[src/rtl/pipe_tracker_if.sv]
// Handshake and observation bundle between a CPU model and pipe_tracker.
// The CPU side drives fetch offers and per-stage stall/flush; the tracker reports occupancy and retirement.
interface pipe_tracker_if #(
    parameter int DEPTH = 5,
    parameter int XLEN  = 32,
    parameter int CNT_W = 32
);
    logic                    fetch_valid;
    logic [XLEN-1:0]         fetch_inst;
    logic [XLEN-1:0]         fetch_pc;
    logic                    fetch_ready;
    logic [DEPTH-1:0]        stall;
    logic [DEPTH-1:0]        flush;
    logic [DEPTH-1:0]        stage_valid;
    logic [DEPTH*XLEN-1:0]   stage_inst;
    logic                    retire_valid;
    logic [XLEN-1:0]         retire_inst;
    logic [XLEN-1:0]         retire_pc;
    logic [CNT_W-1:0]        retire_count;
    logic                    done;

    modport master (
        output fetch_valid, fetch_inst, fetch_pc, stall, flush,
        input  fetch_ready, stage_valid, stage_inst,
        input  retire_valid, retire_inst, retire_pc, retire_count, done
    );

    modport slave (
        input  fetch_valid, fetch_inst, fetch_pc, stall, flush,
        output fetch_ready, stage_valid, stage_inst,
        output retire_valid, retire_inst, retire_pc, retire_count, done
    );
endinterface

[src/rtl/pipe_tracker.sv]
// Shadow model of an in-order CPU pipeline: tracks per-stage occupancy under stall/flush,
// reports retirements, counts them (saturating) and latches done when the sentinel retires.
module pipe_tracker #(
    parameter int              DEPTH    = 5,
    parameter int              XLEN     = 32,
    parameter int              CNT_W    = 32,
    parameter logic [XLEN-1:0] SENTINEL = XLEN'(32'hdeadbeef)
) (
    input  logic          clk,
    input  logic          rst,
    pipe_tracker_if.slave bus
);

    logic [DEPTH-1:0] valid_q;
    logic [XLEN-1:0]  inst_q [DEPTH];
    logic [XLEN-1:0]  pc_q   [DEPTH];

    logic             retire_valid_q;
    logic [XLEN-1:0]  retire_inst_q;
    logic [XLEN-1:0]  retire_pc_q;
    logic [CNT_W-1:0] retire_count_q;
    logic             done_q;

    logic [DEPTH-1:0] hold;
    logic [DEPTH-1:0] kill;
    logic             flush_any;
    logic             ready;
    logic             accept;
    logic             fire;

    // hold propagates backwards from a stalled stage; kill[k] is set when any flush
    // bit at index >= k is set, i.e. stage k lies at or below the highest flush index.
    always_comb begin
        logic acc_h;
        logic acc_k;
        hold  = '0;
        kill  = '0;
        acc_h = 1'b0;
        acc_k = 1'b0;
        for (int unsigned i = 1; i <= DEPTH; i++) begin
            acc_h = acc_h | bus.stall[DEPTH-i];
            acc_k = acc_k | bus.flush[DEPTH-i];
            hold[DEPTH-i] = acc_h;
            kill[DEPTH-i] = acc_k;
        end
    end

    assign flush_any = |bus.flush;
    assign ready     = ~hold[0] & ~done_q & ~flush_any;
    assign accept    = bus.fetch_valid & ready;
    assign fire      = valid_q[DEPTH-1] & ~hold[DEPTH-1] & ~kill[DEPTH-1];

    // Stage 0: fetch entry point
    always_ff @(posedge clk or negedge rst) begin
        if (!rst) begin
            valid_q[0] <= 1'b0;
            inst_q[0]  <= '0;
            pc_q[0]    <= '0;
        end else if (kill[0]) begin
            valid_q[0] <= 1'b0;
            inst_q[0]  <= '0;
            pc_q[0]    <= '0;
        end else if (!hold[0]) begin
            valid_q[0] <= accept;
            if (accept) begin
                inst_q[0] <= bus.fetch_inst;
                pc_q[0]   <= bus.fetch_pc;
            end
        end
    end

    // Stages 1..DEPTH-1: a held or killed predecessor hands on a bubble
    always_ff @(posedge clk or negedge rst) begin
        if (!rst) begin
            for (int unsigned k = 1; k < DEPTH; k++) begin
                valid_q[k] <= 1'b0;
                inst_q[k]  <= '0;
                pc_q[k]    <= '0;
            end
        end else begin
            for (int unsigned k = 1; k < DEPTH; k++) begin
                if (kill[k]) begin
                    valid_q[k] <= 1'b0;
                    inst_q[k]  <= '0;
                    pc_q[k]    <= '0;
                end else if (!hold[k]) begin
                    valid_q[k] <= valid_q[k-1] & ~hold[k-1] & ~kill[k-1];
                    inst_q[k]  <= inst_q[k-1];
                    pc_q[k]    <= pc_q[k-1];
                end
            end
        end
    end

    always_ff @(posedge clk or negedge rst) begin
        if (!rst) begin
            retire_valid_q <= 1'b0;
            retire_inst_q  <= '0;
            retire_pc_q    <= '0;
            retire_count_q <= '0;
            done_q         <= 1'b0;
        end else begin
            retire_valid_q <= fire;
            if (fire) begin
                retire_inst_q <= inst_q[DEPTH-1];
                retire_pc_q   <= pc_q[DEPTH-1];
                if (retire_count_q != '1) begin
                    retire_count_q <= retire_count_q + 1'b1;
                end
                if (inst_q[DEPTH-1] == SENTINEL) begin
                    done_q <= 1'b1;
                end
            end
        end
    end

    always_comb begin
        bus.stage_inst = '0;
        for (int unsigned k = 0; k < DEPTH; k++) begin
            bus.stage_inst[k*XLEN +: XLEN] = inst_q[k];
        end
    end

    assign bus.fetch_ready  = ready;
    assign bus.stage_valid  = valid_q;
    assign bus.retire_valid = retire_valid_q;
    assign bus.retire_inst  = retire_inst_q;
    assign bus.retire_pc    = retire_pc_q;
    assign bus.retire_count = retire_count_q;
    assign bus.done         = done_q;

endmodule
[src/flat_wrapper.sv]
// flat-port wrapper written by rule: the top's interface ports become plain ports
module pipe_tracker_flat 
#(
    parameter int              DEPTH    = 5,
    parameter int              XLEN     = 32,
    parameter int              CNT_W    = 32,
    parameter logic [XLEN-1:0] SENTINEL = XLEN'(32'hdeadbeef)
)
  (clk, rst, bus_fetch_valid, bus_fetch_inst, bus_fetch_pc, bus_stall, bus_flush, bus_fetch_ready, bus_stage_valid, bus_stage_inst, bus_retire_valid, bus_retire_inst, bus_retire_pc, bus_retire_count, bus_done);
  pipe_tracker_if #(.DEPTH(DEPTH), .XLEN(XLEN), .CNT_W(CNT_W)) bus_i ();
  input  logic clk;
  input  logic rst;
  input wire logic [$bits(bus_i.fetch_valid)-1:0] bus_fetch_valid;
  input wire logic [$bits(bus_i.fetch_inst)-1:0] bus_fetch_inst;
  input wire logic [$bits(bus_i.fetch_pc)-1:0] bus_fetch_pc;
  input wire logic [$bits(bus_i.stall)-1:0] bus_stall;
  input wire logic [$bits(bus_i.flush)-1:0] bus_flush;
  output wire logic [$bits(bus_i.fetch_ready)-1:0] bus_fetch_ready;
  output wire logic [$bits(bus_i.stage_valid)-1:0] bus_stage_valid;
  output wire logic [$bits(bus_i.stage_inst)-1:0] bus_stage_inst;
  output wire logic [$bits(bus_i.retire_valid)-1:0] bus_retire_valid;
  output wire logic [$bits(bus_i.retire_inst)-1:0] bus_retire_inst;
  output wire logic [$bits(bus_i.retire_pc)-1:0] bus_retire_pc;
  output wire logic [$bits(bus_i.retire_count)-1:0] bus_retire_count;
  output wire logic [$bits(bus_i.done)-1:0] bus_done;
  assign bus_i.fetch_valid = bus_fetch_valid;
  assign bus_i.fetch_inst = bus_fetch_inst;
  assign bus_i.fetch_pc = bus_fetch_pc;
  assign bus_i.stall = bus_stall;
  assign bus_i.flush = bus_flush;
  assign bus_fetch_ready = bus_i.fetch_ready;
  assign bus_stage_valid = bus_i.stage_valid;
  assign bus_stage_inst = bus_i.stage_inst;
  assign bus_retire_valid = bus_i.retire_valid;
  assign bus_retire_inst = bus_i.retire_inst;
  assign bus_retire_pc = bus_i.retire_pc;
  assign bus_retire_count = bus_i.retire_count;
  assign bus_done = bus_i.done;
  pipe_tracker #(.DEPTH(DEPTH), .XLEN(XLEN), .CNT_W(CNT_W), .SENTINEL(SENTINEL)) u_core (.clk(clk), .rst(rst), .bus(bus_i));
endmodule
[config.mk]
export PLATFORM = sky130hd
export DESIGN_NAME = pipe_tracker_flat
export DESIGN_NICKNAME = d
export VERILOG_FILES = /design/src/rtl/pipe_tracker_if.sv /design/src/rtl/pipe_tracker.sv /design/src/flat_wrapper.sv
export SDC_FILE = /design/constraint.sdc
export NUM_CORES = 1
export LEC_CHECK = 0
export ABC_AREA = 0
export CORE_ASPECT_RATIO = 0.6
export CORE_MARGIN = 5
export CORE_UTILIZATION = 50
export CTS_CLUSTER_DIAMETER = 40
export DETAILED_ROUTE_END_ITERATION = 12
export GPL_TIMING_DRIVEN = 0
export PLACE_DENSITY = 0.8
export SLEW_MARGIN = 20
export SYNTH_ARGS = -nofsm -noshare
export SYNTH_HDL_FRONTEND = slang
export SYNTH_SLANG_ARGS = --single-unit
[constraint.sdc]
create_clock -name clk -period 2.35 [get_ports clk]
set_input_delay 0.3525 -clock clk [delete_from_list [all_inputs] [get_ports clk]]
set_output_delay 0.3525 -clock clk [all_outputs]
set_load 0.03 [all_outputs]
==> metrics.md <==
| Metric | Value |
|---|---|
| Pwr/cell area | between 600 and 700 nW/um^2 |
| Top FF cell, synth | dfrtp_1 |
| Mux contribution to synthesized area | between 4 and 5% |
| Synthesized area | roughly 17000 um^2 |
| Die Span X | around 250 um |
| DRT Wirelength | 51500 um |
| Metal3 WL | 3870 um |
| Critical path class | flop to flop |
| Yosys top cell area share | between 60% and 70% |
| Max transition margin | between 40% and 50% |
| IO Count | 341 |
| Startpoint Class | flop |
| Synth Area in Simple Gates | a little under a fifth |
| Clk Tree Root Cell | clkbuf_16 |
| Max-slew violations | 0 |
| Post-synthesis compound-gate area fraction | approximately a tenth |
| CP cell instances | ha_1 > nand4_1 > nor4_4 > buf_4 > nand2_1 > nor3_1 > mux2_2 |
| Buffer and inverter count on the worst path | 1 |
| Top cells by area, synth | dfrtp_1 (64%), nand2_1 (13%), a21oi_1 (4.0%) |
| Die H | 151 um |
| Yosys warns | 0 |
| Peak VDD IR | roughly 0.54 mV |
| Antenna-violating nets left | 0 |
| FF-to-FF End | u_core.bus.retire_count[30]$_DFFE_PN0P_ |
| Synth Area in Adders | less than 1% |
| Gr usage total | between 20% and 30% |
| Count leader, synth | nand2_1 |
| Total via count after detailed routing | approximately 14000 |
| Top Family by Delay on Critical Path | simple AND/OR/NAND/NOR gates |
| DRT iter0 DRCs | around 1200 |
| Top layer in use | met5 |
| Commonest cells post-synth | nand2_1 (595), dfrtp_1 (423), a21oi_1 (133) |
| Tightest Pin Transition | 0.818 ns |
| First-pass GRT wire length | between 80000 and 90000 um |
| Initial core utilization | between 50% and 60% |
| Core footprint | approximately 33000 um^2 |
| Worst-path fanout max | 5 |
| Max Cap Viol | 0 |
| CTS tree | built |
| Final Hold Fails | 0 |
| Largest net degree at the start of global routing | around 110 |
| Largest family of logic cells by synthesized area | simple AND/OR/NAND/NOR gates |
| Area leader, netlist | dfrtp_1 |
| Crit end category | flop |
| Worst hold margin | 0.336 ns |
| Reg2Reg Depth | 7 |
| M1 wire length | roughly 22000 um |
| Critical Path Slowest Stage Cell | dfrtp_1 |
| Fin nets | approximately 2100 |
| Syn nets | 1724 |
| Gr ovfl total | 0 |
| Tmin final | 2.26 ns |
| Hpwl dp | between 30000 and 40000 um |
| Mean Syn Cell Area | 10.1 um^2 |
| # setup viols final | 0 |
| Worst r2r src | u_core.bus.retire_count[0]$_DFFE_PN0P_ |
| Share of cells above drive strength 1 | 5.84% |
| Synth Register Bits | roughly 420 |
| CTS sink cnt | between 400 and 500 |
| # DRC | 0 |
| Worst Skew | around 0.015 ns |
| Worst Hold Class | input port to async pin |
| Final clock period utilization by the worst path | roughly 96% |
| Setup TNS | 0 ns |
| XOR/XNOR Fraction of Synth Area | about 1.5% |
| Avg Vias per Cell | approximately 5.4 |
| Unique cell type count in the Yosys netlist | 42 |
| Initial antenna violation count | 4 |
| Required @ worst endpoint | 2.77 ns |
| Pre-antenna DRT Iters | 8 |
| Vias in the first global route | about 14000 |
| Sequential cell area fraction in the yosys report | roughly 64% |
| RSZ-0062 raised after global routing | false |
| Status | completed |
| Asr flop ratio synth | 100% |
| CTS Buffer Depth | 3 |
| FF-to-FF setup slack | between 0.08 and 0.09 ns |
| CP Data Arrival Time | roughly 2.7 ns |
| Leak Pwr | approximately 10 nW |
| Fmax | 442 MHz |
| Inst Count DP | 2440 |
| EDFF count, synth | 0 |
| Total CTS buffers | 42 |
| Reg clk slew, reported paths | roughly 0.06 ns |
| Die area | 37100 um^2 |
| Clk Latency, worst-skew pair | approximately 0.54 ns |
| Drt wl/cell | 20.4 um |
| Final Non-Filler Cells | 2524 |
| WL met2 | 23600 um |
| Cells after Synth | about 1600 |
| Core Rows | 51 |
| Port bufs | between 300 and 400 |
| H-tree lvl count | 2 |
| Area grow syn2layout | 34.4% |
| CP max stage delay | approximately 0.45 ns |
| GP Congestion | ~0.94 |
metrics by stage:
stage	cell area (um^2)	util (%)	setup slack [ns]	power, mW
final	22300	68.5	0.0872	15.0
after global routing	22300	68.5	0.0189	15.5
after CTS	22300	68.2	-0.0119	15.1
after detailed placement	20700	63.5	-1.24	7.95
after global placement	20600	63.1	-16.85	7.93
after floorplan	16600	-	0.251	7.57
how the worst max path moves through the flow:
stage,start,to,slack (ns),cells after the start
2_1_floorplan,u_core.bus.retire_count[0]$_DFFE_PN0P_,u_core.bus.retire_count[10]$_DFFE_PN0P_,0.25,7
3_3_place_gp,rst,u_core.bus.stage_inst[23]$_DFFE_PN0P_,-16.85,1
3_5_place_dp,bus_flush[4],bus_fetch_ready,-1.24,7
4_1_cts,bus_flush[4],bus_fetch_ready,-0.01,7
5_1_grt,u_core.bus.stage_valid[4]$_DFFE_PN0P_,u_core.bus.retire_count[31]$_DFFE_PN0P_,0.02,6
6_report,u_core.bus.retire_count[0]$_DFFE_PN0P_,u_core.bus.retire_count[30]$_DFFE_PN0P_,0.09,7
cells in the final DEF, fill, tap and decap left out, types with 5 or more instances in the layout:
cell	n
a21oi_1	133
a22o_1	64
and3_1	5
buf_1	15
buf_2	16
buf_6	5
bufinv_16	5
clkbuf_1	76
clkbuf_16	46
clkbuf_8	10
clkdlybuf4s50_1	334
clkinv_2	5
dfrtp_1	423
mux2i_1	65
nand2_1	595
nand3_1	13
nand4_1	16
nor2_1	79
nor3_1	11
o21ai_0	56
o21ai_1	9
xnor2_1	15
xor2_1	13
routing by layer:
metal  global-route usage (%)  up-vias
met2                     43.6      535
met5                        0        -
met1                     38.9     6761
met3                     6.30      114
met4                     9.25        2
li1                         -     6230
report_power, final:
| group | total [mW] | internal, mW | leakage (nW) | switching [mW] |
|---|---|---|---|---|
| Combinational | 0.538 | 0.182 | 3.37 | 0.356 |
| Sequential | 7.28 | 7.28 | 5.91 | 0.000287 |
| Clock | 7.22 | 4.37 | 0.731 | 2.85 |
| Total | 15.0 | 11.8 | 10.0 | 3.21 |
layout make-up:
type	count	area [um^2]
Tap cell	450	563
Timing Repair Buffer	349	3570
Clock inverter	14	206
Sequential cell	423	10600
Inverter	4	15.0
Fill cell	2441	10300
Clock buffer	63	1290
Buffer	108	464
Antenna cell	3	7.51
Multi-Input combinational cell	1110	5610
flip-flops by register name, summed over array words and instances, names as in the netlist:
signal,flops
u_core.bus.retire_inst,32
u_core.bus.retire_count,32
u_core.bus.retire_valid,1
u_core.bus.done,1
u_core.bus.retire_pc,32
u_core.bus.stage_inst,160
u_core.pc_q,160
u_core.bus.stage_valid,5
cells by family after synthesis:
| group | Yosys count |
|---|---|
| AOI/OAI and AO/OA | 265 |
| xor gates and xnor gates | 28 |
| DFF | 423 |
| muxes | 68 |
| adders and majority gates | 1 |
| buffers and inverters | 113 |
| and+or+nand+nor | 748 |
timing repair:
action,in CTS,in global routing
endpoints found under the hold margin,47,0
hold buffers,1,0
gates cloned,0,1
pin swaps,2,2
resized for setup,16,12
setup buffers,3,0
setup endpoints to repair,81,214
Power figures use the tool's default switching activity.
